==> src/rtl/sat_rnd.sv <==
// Two-stage requantiser: round away `lsb` fraction bits, then saturate to `osz` bits.
// Optional saturation statistics (sticky flag, event counter) are built when SAT_RND_STATS_EN is defined.
module sat_rnd #(
    parameter int isz   = 24,
    parameter int osz   = 16,
    parameter int lsb   = 4,
    parameter int cntsz = 16
) (
    input  logic                    clk,
    input  logic                    reset,
    input  logic                    in_valid,
    input  logic signed [isz-1:0]   in,
    input  logic        [1:0]       rnd_mode,
    output logic                    out_valid,
    output logic signed [osz-1:0]   out,
    output logic                    sat_pos,
    output logic                    sat_neg,
    input  logic                    clr,
    output logic                    sticky,
    output logic        [cntsz-1:0] sat_cnt
);

    // One guard bit above the shifted input so rounding up the largest input cannot wrap.
    localparam int rsz = isz - lsb + 1;

    localparam logic signed [isz:0]     one  = {{isz{1'b0}}, 1'b1};
    localparam logic signed [isz:0]     half = one << (lsb - 1);
    localparam logic signed [rsz-1:0]   maxv = {{(rsz-osz+1){1'b0}}, {(osz-1){1'b1}}};
    localparam logic signed [rsz-1:0]   minv = {{(rsz-osz+1){1'b1}}, {(osz-1){1'b0}}};

    function automatic logic signed [rsz-1:0] round_shift(
        input logic signed [isz-1:0] x,
        input logic        [1:0]     mode
    );
        logic signed [isz:0] ext;
        logic signed [isz:0] rc;
        logic signed [isz:0] sum;
        ext = {x[isz-1], x};
        case (mode)
            2'b01:   rc = half;
            2'b10:   rc = half - one + {{isz{1'b0}}, x[lsb]};
            default: rc = '0;
        endcase
        sum = ext + rc;
        return sum[isz:lsb];
    endfunction

    function automatic logic signed [osz-1:0] saturate(input logic signed [rsz-1:0] v);
        if (v > maxv)
            return maxv[osz-1:0];
        else if (v < minv)
            return minv[osz-1:0];
        else
            return v[osz-1:0];
    endfunction

    logic signed [rsz-1:0] val_p1;
    logic                  vld_p1;
    logic                  vld_p2;

    // Stage 1: rounding and shift
    always_ff @(posedge clk) begin
        if (reset) begin
            vld_p1 <= 1'b0;
            val_p1 <= '0;
        end else begin
            vld_p1 <= in_valid;
            if (in_valid)
                val_p1 <= round_shift(in, rnd_mode);
        end
    end

    // Stage 2: saturation; flags only pulse alongside a valid output
    always_ff @(posedge clk) begin
        if (reset) begin
            vld_p2  <= 1'b0;
            out     <= '0;
            sat_pos <= 1'b0;
            sat_neg <= 1'b0;
        end else begin
            vld_p2 <= vld_p1;
            if (vld_p1) begin
                out     <= saturate(val_p1);
                sat_pos <= (val_p1 > maxv);
                sat_neg <= (val_p1 < minv);
            end else begin
                sat_pos <= 1'b0;
                sat_neg <= 1'b0;
            end
        end
    end

    assign out_valid = vld_p2;

`ifdef SAT_RND_STATS_EN
    logic sat_evt;
    assign sat_evt = vld_p2 & (sat_pos | sat_neg);

    // A saturation event takes priority over a coincident clear.
    always_ff @(posedge clk) begin
        if (reset) begin
            sticky  <= 1'b0;
            sat_cnt <= '0;
        end else if (sat_evt) begin
            sticky <= 1'b1;
            if (clr)
                sat_cnt <= cntsz'(1);
            else if (sat_cnt != {cntsz{1'b1}})
                sat_cnt <= sat_cnt + cntsz'(1);
        end else if (clr) begin
            sticky  <= 1'b0;
            sat_cnt <= '0;
        end
    end
`else
    logic unused_clr;
    assign unused_clr = clr;
    assign sticky     = 1'b0;
    assign sat_cnt    = '0;
`endif

endmodule
==> config.mk <==
export PLATFORM = sky130hd
export DESIGN_NAME = sat_rnd
export DESIGN_NICKNAME = d
export VERILOG_FILES = /design/src/rtl/sat_rnd.sv
export SDC_FILE = /design/constraint.sdc
export NUM_CORES = 1
export LEC_CHECK = 0
export BUFFER_PORTS_ARGS = -buffer_cell sky130_fd_sc_hd__buf_2
export CAP_MARGIN = 10
export CORE_UTILIZATION = 30
export DETAILED_ROUTE_END_ITERATION = 7
export GPL_TIMING_DRIVEN = 1
export PLACE_DENSITY = 0.55
export SLEW_MARGIN = 20
export SYNTH_ARGS = -nofsm -noshare
export SYNTH_HDL_FRONTEND = slang
export SYNTH_SLANG_ARGS = --single-unit
==> constraint.sdc <==
create_clock -name clk -period 2.6 [get_ports clk]
set_clock_uncertainty 0.2 [all_clocks]
set_input_delay 0.13 -clock clk [delete_from_list [all_inputs] [get_ports clk]]
set_output_delay 0.13 -clock clk [all_outputs]
set_load 0.005 [all_outputs]
==> key figures, run 1 <==
Synth
  • Synth Cell Area: around 2100 um^2
  • Register area share after synthesis: 0.384
  • Post-synth EDFFs: 0
  • Synth Register Bits: approximately 40
  • Syn avg cell area: 8.15 um^2
  • Distinct cells, synth: 41
  • Ys flop type: dfxtp_1
  • Warnings from Yosys: 0
  • Syn Inst Count: 262
  • Post-synth ARST share: 0

Outcome
  • Outcome: complete, no violations

Worst setup path
  • CP Launch Type: input pin
  • Reg2reg setup slack: around 1.2 ns
  • Setup CP Type: input pin to flop
  • Arr. time, crit path: approximately 2.4 ns
  • Worst Path Required: approximately 2.6 ns
  • Element type at the critical path end: flop
  • Crit Path Max Fanout: 4

Layout
  • Final cell count without fillers: ~420
  • Fraction of layout cells with a size suffix above 1: 0.239
  • Area grow syn2layout: 27.1%
  • Final Net Count: about 360
  • Ant. Diodes: 0
  • Final Util: 0.397
  • Post-Layout Inst Area: between 2000 and 3000 um^2

Floorplan
  • Site Rows: 30
  • Die height: approximately 86 um
  • Die Wd: between 80 and 90 um
  • Initial core utilization: 0.313
  • Num ports: 66
  • Core Area: roughly 6800 um^2
  • Total die area: about 7500 um^2

Power
  • Leakage Power: about 1.2 nW
  • PwrDens: between 500 and 600 nW/um^2
  • Worst vdd ir: between 0.00015 and 0.0002 V
  • Design Power: about 1.4 mW

Global route
  • Grt ovf: 0
  • Met1 Use GR: 0.189
  • Antenna violations before repair: 0
  • Largest net degree at the start of global routing: 40
  • GRT Max-Usage Layer: met2
  • GR Layer Usage met2: 0.218
  • Vias in the first global route: roughly 1700
  • First-pass GRT wire length: approximately 8200 um
  • Met3 Track Usage GR: 0.0276
  • All-Layer GR Usage: 0.138

STA
  • Final hold viol count: 0
  • Min Tclk post-route: about 2.4 ns
  • Final hold slack: approximately 0.016 ns
  • Maximum clock frequency: around 0.41 GHz
  • Slew Viols, Final: 0
  • RSZ-0062 raised after global routing: false
  • Setup TNS: 0 ns
  • Fin crit share: 0.936
  • Slew @ Worst Pin: roughly 0.75 ns
  • Final worst slack: 0.166 ns
  • Final Setup Violations: 0
  • Rel. slew slack: 0.497

Clock network
  • Clk root buf: clkbuf_8
  • Max clock buf depth: 2
  • Setup bufs post-CTS: 0
  • Clock sink total: just over 40
  • H-tree levels: 2
  • Num CTS Buffers: 5
  • Clk_lat worst skew: around 0.29 ns
  • CTS tree: yes
  • CTS clock-pin slew for the worst setup and hold paths: 0.08 ns

Placed design
  • Dpl ws: -0.122 ns
  • HPWL after DPL: between 3000 and 4000 um
  • RePlAce Congestion: between 0.8 and 0.9
  • Post-DP Area: around 2500 um^2
  • Port buffer count: 47
  • Placed Instances: just over 400

Detailed routing
  • DR vias/cell: 4.71
  • WL final: 5100 um
  • DRT iter0 DRCs: 83
  • DRT Pass-1 Iters: 4
  • WL/cell: between 10 and 15 um
  • Routed Antenna Nets: 0
  • Vias: between 1500 and 2000
  • Post-route DRC: 0

Run
  • Max-Cap Viols: 0

Worst hold path
  • Worst Hold Class: input pin to flop
==> logic make-up (layout without fill, tap and decap cells) <==
logic type / count (synthesis) / after routing / share of synthesized area
compound gates: 55 / 55 / 0.204
mux: 2 / 2 / 0.00937
xor+xnor: 6 / 6 / 0.0246
simple gates: 112 / 112 / 0.246
buf+inv: 40 / 89 / 0.101
fa+ha+maj: 5 / 5 / 0.0293
flops: 41 / 41 / 0.384
other cells: 1 / 17 / 0.00176
==> worst paths after layout <==
| kind | from | to | depth (start not counted) |
|---|---|---|---|
| hold reg to reg | val_p1[0] | out[0] | 2 |
| setup reg to reg | val_p1[15] | out[1] | 5 |
| hold / removal | in[12] | val_p1[9] | 3 |
| setup / recovery | rnd_mode[0] | val_p1[19] | 10 |
==> layout make-up <==
| type | count | area, um^2 |
|---|---|---|
| multi-input cells | 197 | 1180 |
| fillers | 732 | 4120 |
| flip-flops and latches | 41 | 821 |
| clock buffers | 7 | 96.3 |
| inverters | 8 | 30.0 |
| repair buffers | 73 | 458 |
| well taps | 96 | 120 |
| clock inverters | 1 | 5.00 |
==> flip-flops by register name (all words and copies together) (netlist names) <==
signal,count
out_valid,1
val_p1,21
sat_pos,1
vld_p1,1
sat_neg,1
out,16
==> metal layers <==
| metal | up-vias | part of all wire |
|---|---|---|
| li1 | 1040 | - |
| met1 | 901 | 0.50 |
| met2 | 45 | 0.45 |
| met3 | 5 | 0.034 |
| met4 | 0 | 0.011 |
| met5 | - | 0 |
==> cell usage after synthesis (5+ instances only) <==
master | count | area (um^2)
a211oi_1 | 24 | 180
a311oi_1 | 9 | 78.8
buf_4 | 17 | 128
clkbuf_1 | 13 | 48.8
dfxtp_1 | 41 | 821
ha_1 | 5 | 62.6
inv_1 | 8 | 30.0
nand2_1 | 29 | 109
nand3_1 | 6 | 30.0
nand4_1 | 5 | 31.3
nor2_1 | 40 | 150
nor3_1 | 5 | 25.0
nor4_1 | 10 | 62.6
==> layout by cell type, fill, tap and decap left out, types with 3 or more instances in the layout <==
master,n
buf_2,47
dfxtp_1,41
nor2_1,40
nand2_1,29
a211oi_1,24
conb_1,17
buf_4,15
dlygate4sd3_1,11
nor4_1,9
inv_1,8
a311oi_1,8
clkbuf_8,7
nand3_1,6
nor3_1,5
nand4_1,5
ha_1,5
or4_1,4
o31ai_1,4
xnor2_1,4
a21oi_1,3
nor2b_1,3
o21ai_0,3
==> where the power goes <==
part           leakage [nW]  switching [mW]  internal [mW]  total [mW]
logic                 0.764           0.134          0.106       0.241
clock network        0.0542           0.210          0.240       0.450
registers             0.340          0.0219          0.671       0.693
==> critical path: stages <==
cell and delay [ns]:
buf_2 0.09, inv_1 0.04, ha_1 0.22, a21oi_2 0.12, nor2_1 0.05, ha_1 0.37
o211ai_4 0.09, or4_1 0.61, o311a_1 0.37, a2111oi_2 0.33
==> repair_timing <==
item,CTS,global route
endpoints found under the hold margin,11,0
endpoints found under the setup margin,0,1
gates resized for setup,0,4
hold buffers,12,0
Power figures use the tool's default switching activity.
==> run 2: changes to the inputs <==
- ABC_AREA: default -> 1
- CORE_MARGIN: default -> 2
- REMOVE_ABC_BUFFERS: default -> 1
==> key figures, run 2 <==
Clock network
  • CTS clock-pin slew for the worst setup and hold paths: 0.08 ns (about the same)
  • Clock sink total: 41 (unchanged)
  • Setup bufs post-CTS: 0 (unchanged)
  • H-tree levels: 2 (unchanged)
  • Clk_lat worst skew: 0.29 ns (about the same)
  • Num CTS Buffers: 5 (unchanged)
  • Max clock buf depth: 2 (unchanged)
  • Clk root buf: clkbuf_8 (unchanged)
  • CTS tree: yes (unchanged)

Layout
  • Most flop-heavy register: val_p1 (unchanged)
  • Top Registers: val_p1 x21, out x16 (unchanged)
  • Fraction of layout cells with a size suffix above 1: 0.136 (was 0.239)
  • Commonest non-fill, non-tap cell in the layout: nand2_1 (was buf_2)
  • Fillers: 842 (was 732)
  • Max reg flops: 21 (unchanged)
  • Area grow syn2layout: 18.4% (was 27.1%)
  • Final Util: 0.365 (was 0.397)
  • Multi-input gate area: 1230 um^2 (was 1180 um^2)
  • Final Net Count: 469 (was 361)
  • Most frequent cells in the layout: 97 x nand2_1, 56 x inv_1, 53 x nor2_1 (was 47 x buf_2, 41 x dfxtp_1, 40 x nor2_1)
  • Register area: 821 um^2 (unchanged)
  • Ant. Diodes: 0 (unchanged)

Synth
  • Distinct cells, synth: 23 (was 41)
  • Post-synth top cells: 97 x nand2_1, 56 x inv_1, 53 x nor2_1, 41 x dfxtp_1, 31 x o21ai_0 (was 41 x dfxtp_1, 40 x nor2_1, 29 x nand2_1, 24 x a211oi_1, 17 x buf_4)
  • Top-area cell type share of the netlist area: 0.345 (was 0.384)
  • Syn avg cell area: 6.20 um^2 (was 8.15 um^2)
  • Post-synth EDFFs: 0 (unchanged)
  • Register area share after synthesis: 0.345 (was 0.384)
  • Most common cell in the netlist: nand2_1 (was dfxtp_1)
  • Synth Cell Area: 2380 um^2 (was 2140 um^2)
  • Syn Inst Count: 384 (was 262)
  • Largest area contributor in the netlist: dfxtp_1 (unchanged)
  • Ys flop type: dfxtp_1 (unchanged)
  • Post-synth ARST share: 0 (unchanged)
  • Warnings from Yosys: 0 (unchanged)
  • Top post-synthesis cells by area: dfxtp_1 34%, nand2_1 15%, inv_1 8.8% (was dfxtp_1 38%, a211oi_1 8.4%, nor2_1 7.0%)
  • Synth Register Bits: 41 (unchanged)

Worst setup path
  • Slowest CP cell: ha_1 (was or4_1)
  • Cell family with most CP delay: simple AND/OR/NAND/NOR gates (was compound AO/OA/AOI/OAI gates)
  • Worst Path Required: 2.59 ns (was 2.58 ns)
  • Critical path launch point: rnd_mode[0] (unchanged)
  • CP cell instances: buf_2, inv_1, ha_1, a21oi_1, nor2_1, ha_1, nand2_1, inv_1, nand2_1, nand2_2, nand3_1, o21ai_1, nand3_1, nand2_1, inv_1 (was buf_2, inv_1, ha_1, a21oi_2, nor2_1, ha_1, o211ai_4, or4_1, o311a_1, a2111oi_2)
  • Worst path max stage delay: 0.31 ns (was 0.61 ns)
  • Worst r2r src: vld_p1 (was val_p1[15])
  • Element type at the critical path end: flop (unchanged)
  • Crit Path Max Fanout: 7 (was 4)
  • Arr. time, crit path: 1.97 ns (was 2.42 ns)
  • CP Launch Type: input pin (unchanged)
  • Worst Path Buf+Inv: 4 (was 2)
  • Setup CP Type: input pin to flop (unchanged)

Power
  • Sw power: 0.373 mW (was 0.366 mW)
  • Clk pwr share: 0.360 (was 0.325)
  • Int Power: 1.07 mW (was 1.02 mW)
  • Switching part of the total: 0.258 (was 0.265)
  • Comb pwr share: 0.161 (was 0.174)
  • Leakage Power: 1.47 nW (was 1.16 nW)
  • Reg power frac: 0.479 (was 0.501)
  • Design Power: 1.45 mW (was 1.38 mW)
  • Worst vdd ir: 0.000165 V (was 0.000187 V)
  • PwrDens: 513 nW/um^2 (was 510 nW/um^2)

STA
  • Fin crit share: 0.760 (was 0.936)
  • Slew @ Worst Pin: 0.548 ns (was 0.754 ns)
  • Rel. slew slack: 0.634 (was 0.497)
  • Slew Viols, Final: 0 (unchanged)
  • RSZ-0062 raised after global routing: false (unchanged)
  • Final Setup Violations: 0 (unchanged)
  • Final hold viol count: 0 (unchanged)
  • Min Tclk post-route: 1.98 ns (was 2.43 ns)
  • Maximum clock frequency: 0.506 GHz (was 0.411 GHz)
  • Setup TNS: 0 ns (unchanged)

Floorplan
  • Initial core utilization: 0.308 (was 0.313)
  • Die Wd: 93.1 um (was 86.4 um)
  • Site Rows: 32 (was 30)
  • Num ports: 66 (unchanged)
  • Die height: 93.1 um (was 86.4 um)
  • Total die area: 8670 um^2 (was 7460 um^2)
  • Core Area: 7730 um^2 (was 6830 um^2)

Placed design
  • RePlAce Congestion: 0.877 (was 0.818)
  • HPWL after DPL: 4420 um (was 3650 um)
  • Port buffer count: 47 (unchanged)

Detailed routing
  • Vias: 2374 (was 1991)
  • DRT iter0 DRCs: 165 (was 83)
  • WL/cell: 10.8 um (was 12.1 um)
  • Post-route DRC: 0 (unchanged)
  • DR vias/cell: 4.42 (was 4.71)
  • WL final: 5780 um (was 5100 um)
  • DRT Pass-1 Iters: 4 (unchanged)
  • Routed Antenna Nets: 0 (unchanged)

Global route
  • Grt ovf: 0 (unchanged)
  • All-Layer GR Usage: 0.141 (was 0.138)
  • Antenna violations before repair: 0 (unchanged)
  • Largest net degree at the start of global routing: 33 (was 40)
  • Vias in the first global route: 2094 (was 1739)
  • First-pass GRT wire length: 9770 um (was 8200 um)

Worst hold path
  • Worst Hold Class: input pin to flop (unchanged)
  • Hold path startpoint: in[17] (was in[12])

Outcome
  • Outcome: complete, no violations (unchanged)

Run
  • Max-Cap Viols: 0 (unchanged)
[run 2: path summary, 6_finish.rpt]
| check | endpoint | depth (start not counted) | slack [ns] |
|---|---|---|---|
| max | val_p1[19] | 15 | 0.62 |
| min | val_p1[13] | 5 | 0.01 |
| max reg2reg | out[7] | 4 | 0.97 |
| min reg2reg | out[2] | 2 | 0.26 |
[run 2: power by group through the flow]
stage               combinational [mW]  clock, mW  sequential, mW
finish                           0.233      0.522           0.693
global route                     0.269      0.572           0.699
CTS                              0.235      0.541           0.693
detailed placement               0.227          0           0.708
global placement                 0.224          0           0.707
floorplan                        0.127          0           0.706
[run 2: worst min-delay path: stages]
cell and delay [ns]:
buf_2 0.13, nand2_1 0.06, nand2_1 0.05, o21ai_0 0.06, inv_1 0.04
[run 2: routing by layer]
layer,routed length [um],up-vias,global-route usage
met5,0,-,0
met4,125,0,0.0515
met3,449,10,0.0322
met2,2380,74,0.213
met1,2830,1031,0.195
li1,-,1259,-
[run 2: logic make-up after synthesis]
logic type,after synthesis,synth area share
adders and majority gates,5,0.0263
AOI/OAI and AO/OA,65,0.140
DFF,41,0.345
buffers and inverters,85,0.163
xor gates and xnor gates,3,0.0110
other,1,0.00157
and+or+nand+nor,184,0.314
[run 2: per-stage QoR]
| stage | instance area [um^2] | hold WS (ns) | setup WS (ns) | cells |
|---|---|---|---|---|
| floorplan | 2270 | -0.000934 | 0.711 | 372 |
| global placement | 2650 | 0.251 | 0.367 | 524 |
| detailed placement | 2650 | 0.255 | 0.308 | 524 |
| CTS | 2820 | 0.00747 | 0.632 | 537 |
| global route | 2820 | 0.0366 | 0.363 | 537 |
| finish | 2820 | 0.0126 | 0.623 | 537 |
[run 2: repair_timing]
item / CTS / global route
hold buffers: 5 / 0
resized for setup: 0 / 0
setup endpoints to repair: 0 / 0
endpoints found under the hold margin: 5 / 0
[run 2: area by class of cell]
type / count / share of cell area
flip-flops and latches: 41 / 0.291
well taps: 102 / 0.0453
repair buffers: 55 / 0.109
inverters: 57 / 0.0759
clock inverters: 1 / 0.0107
clock buffers: 7 / 0.0306
multi-input cells: 274 / 0.437
==> run 3: changes to the inputs <==
- PLACE_DENSITY: 0.55 -> 0.53
- clock period: 2.6 -> 1.85 ns (I/O delays scaled with it)
==> key figures, run 3 (synthesis gave the netlist of run 2 again) <==
Outcome
  • Outcome: complete, no violations (unchanged)

Layout
  • Fraction of layout cells with a size suffix above 1: 0.183 (was 0.136)
  • Area grow syn2layout: 28.4% (was 18.4%)
  • Top Registers: val_p1 x21, out x16 (unchanged)
  • Final cell count without fillers: 560 (was 537)
  • Max reg flops: 21 (unchanged)
  • Ant. Diodes: 0 (unchanged)
  • Final Net Count: 492 (was 469)
  • Most flop-heavy register: val_p1 (unchanged)
  • Commonest non-fill, non-tap cell in the layout: nand2_1 (unchanged)
  • Most frequent cells in the layout: 94 x nand2_1, 56 x inv_1, 50 x nor2_1 (was 97 x nand2_1, 56 x inv_1, 53 x nor2_1)

Clock network
  • Num CTS Buffers: 5 (unchanged)
  • CTS clock-pin slew for the worst setup and hold paths: 0.08 ns (about the same)
  • Max clock buf depth: 2 (unchanged)
  • Clk_lat worst skew: 0.30 ns (was 0.29 ns)
  • H-tree levels: 2 (unchanged)
  • CTS tree: yes (unchanged)
  • Clock sink total: 41 (unchanged)
  • Clk root buf: clkbuf_8 (unchanged)

Placed design
  • HPWL after DPL: 4680 um (was 4420 um)
  • Placed Instances: 536 (was 524)
  • RePlAce Congestion: 0.910 (was 0.877)
  • Port buffer count: 47 (unchanged)

Detailed routing
  • Post-route DRC: 0 (unchanged)
  • DRT iter0 DRCs: 150 (was 165)
  • WL/cell: 11.0 um (was 10.8 um)
  • DR vias/cell: 4.35 (was 4.42)
  • DRT Pass-1 Iters: 4 (unchanged)
  • Vias: 2436 (was 2374)
  • Routed Antenna Nets: 0 (unchanged)
  • WL final: 6180 um (was 5780 um)

Worst setup path
  • Arr. time, crit path: 1.77 ns (was 1.97 ns)
  • CP Launch Type: input pin (unchanged)
  • Element type at the critical path end: flop (unchanged)
  • Worst r2r src: val_p1[19] (was vld_p1)
  • Critical path launch point: rnd_mode[0] (unchanged)
  • Crit path capture: val_p1[11] (was val_p1[19])
  • Reg2reg setup slack: 0.37 ns (was 0.97 ns)
  • Setup CP Type: input pin to flop (unchanged)
  • Worst Path Required: 1.90 ns (was 2.59 ns)
  • Crit Path Max Fanout: 7 (unchanged)
  • FF-to-FF End: out[14] (was out[7])
  • R2R cell count: 7 (was 4)

Power
  • Leakage Power: 1.58 nW (was 1.47 nW)
  • PwrDens: 644 nW/um^2 (was 513 nW/um^2)
  • Worst vdd ir: 0.000277 V (was 0.000165 V)

Worst hold path
  • Worst Hold Class: input pin to flop (unchanged)
  • Hold path depth: 4 (was 5)

Global route
  • Antenna violations before repair: 0 (unchanged)
  • All-Layer GR Usage: 0.147 (was 0.141)
  • Vias in the first global route: 2135 (was 2094)
  • Grt ovf: 0 (unchanged)
  • Largest net degree at the start of global routing: 26 (was 33)
  • First-pass GRT wire length: 10100 um (was 9770 um)

STA
  • Slew Viols, Final: 0 (unchanged)
  • Maximum clock frequency: just under 0.6 GHz
  • Min Tclk post-route: approximately 1.7 ns
  • Fin crit share: 0.929
  • Final hold viol count: 0 (unchanged)
  • Final hold slack: 0.0152 ns (was 0.0126 ns)
  • Slew @ Worst Pin: 0.543 ns (was 0.548 ns)
  • Final Setup Violations: 0 (unchanged)
  • Rel. slew slack: 0.637 (was 0.634)

Floorplan
  • Core Area: 7730 um^2 (unchanged)
  • Die Wd: 93.1 um (unchanged)
  • Die height: 93.1 um (unchanged)
  • Num ports: 66 (unchanged)
  • Initial core utilization: 0.308 (unchanged)
  • Site Rows: 32 (unchanged)
  • Total die area: 8670 um^2 (unchanged)

Run
  • Max-Cap Viols: 0 (unchanged)
[run 3: repair_timing]
| item | 4_1_cts | 5_1_grt |
|---|---|---|
| hold buffers | 15 | 0 |
| hold endpoints to repair | 16 | 0 |
| setup endpoints to repair | 3 | 16 |
| pin swaps | 0 | 2 |
| gates resized for setup | 2 | 20 |
| setup buffers | 0 | 1 |
| gates cloned | 0 | 0 |
[run 3: metal layers]
layer | part of all wire | routed length [um] | vias up | GRT usage
met1 | 0.50 | 3080 | 1060 | 0.200
met3 | 0.045 | 278 | 8 | 0.0210
met2 | 0.44 | 2710 | 60 | 0.238
met5 | 0 | 0 | - | 0
met4 | 0.017 | 108 | 0 | 0.0502
li1 | - | - | 1308 | -
[run 3: power breakdown]
group / switching, mW / total (mW) / internal (mW)
Clock: 0.318 / 0.621 / 0.302
Sequential: 0.0250 / 0.968 / 0.943
Combinational: 0.221 / 0.382 / 0.160
[run 3: cell type report]
class	count	area, um^2
fillers	857	4670
clock inverters	2	13.8
clock buffers	6	82.6
inverters	57	214
well taps	102	128
flip-flops and latches	41	821
multi-input cells	274	1290
repair buffers	78	505
[run 3: worst min path at each step]
| stage | from | slack [ns] | endpoint |
|---|---|---|---|
| after global placement | in[12] | 0.24 | val_p1[8] |
| after CTS | in[9] | 0.005 | val_p1[5] |
| after floorplan | reset | -0.04 | out[15] |
| final | in[11] | 0.02 | val_p1[7] |
| after detailed placement | in[12] | 0.24 | val_p1[8] |
| after global routing | in[8] | 0.03 | val_p1[4] |
[run 3: worst max-delay path, stage by stage]
cell	delay, ns
buf_2	0.09
inv_1	0.04
ha_2	0.18
a21oi_1	0.12
nor2_1	0.05
ha_1	0.32
nand2_1	0.08
inv_1	0.06
nand2_2	0.06
nand2_4	0.14
nand2_4	0.08
buf_4	0.14
nor2_1	0.07
nand3_1	0.07
nand3_1	0.08
nand2_1	0.05
inv_1	0.04
[run 3: stage by stage]
stage | total power, mW | utilization | TNS (ns) | setup WS [ns] | cell area, um^2
after CTS | 1.98 | 0.388 | 0 | 0.0130 | 3000
after floorplan | 1.17 | - | -0.00177 | -0.00177 | 2270
after global placement | 1.33 | 0.355 | -3.27 | -0.262 | 2740
after detailed placement | 1.33 | 0.355 | -4.45 | -0.328 | 2740
final | 1.97 | 0.396 | 0 | 0.131 | 3060
after global routing | 2.09 | 0.396 | -0.00701 | -0.00394 | 3060
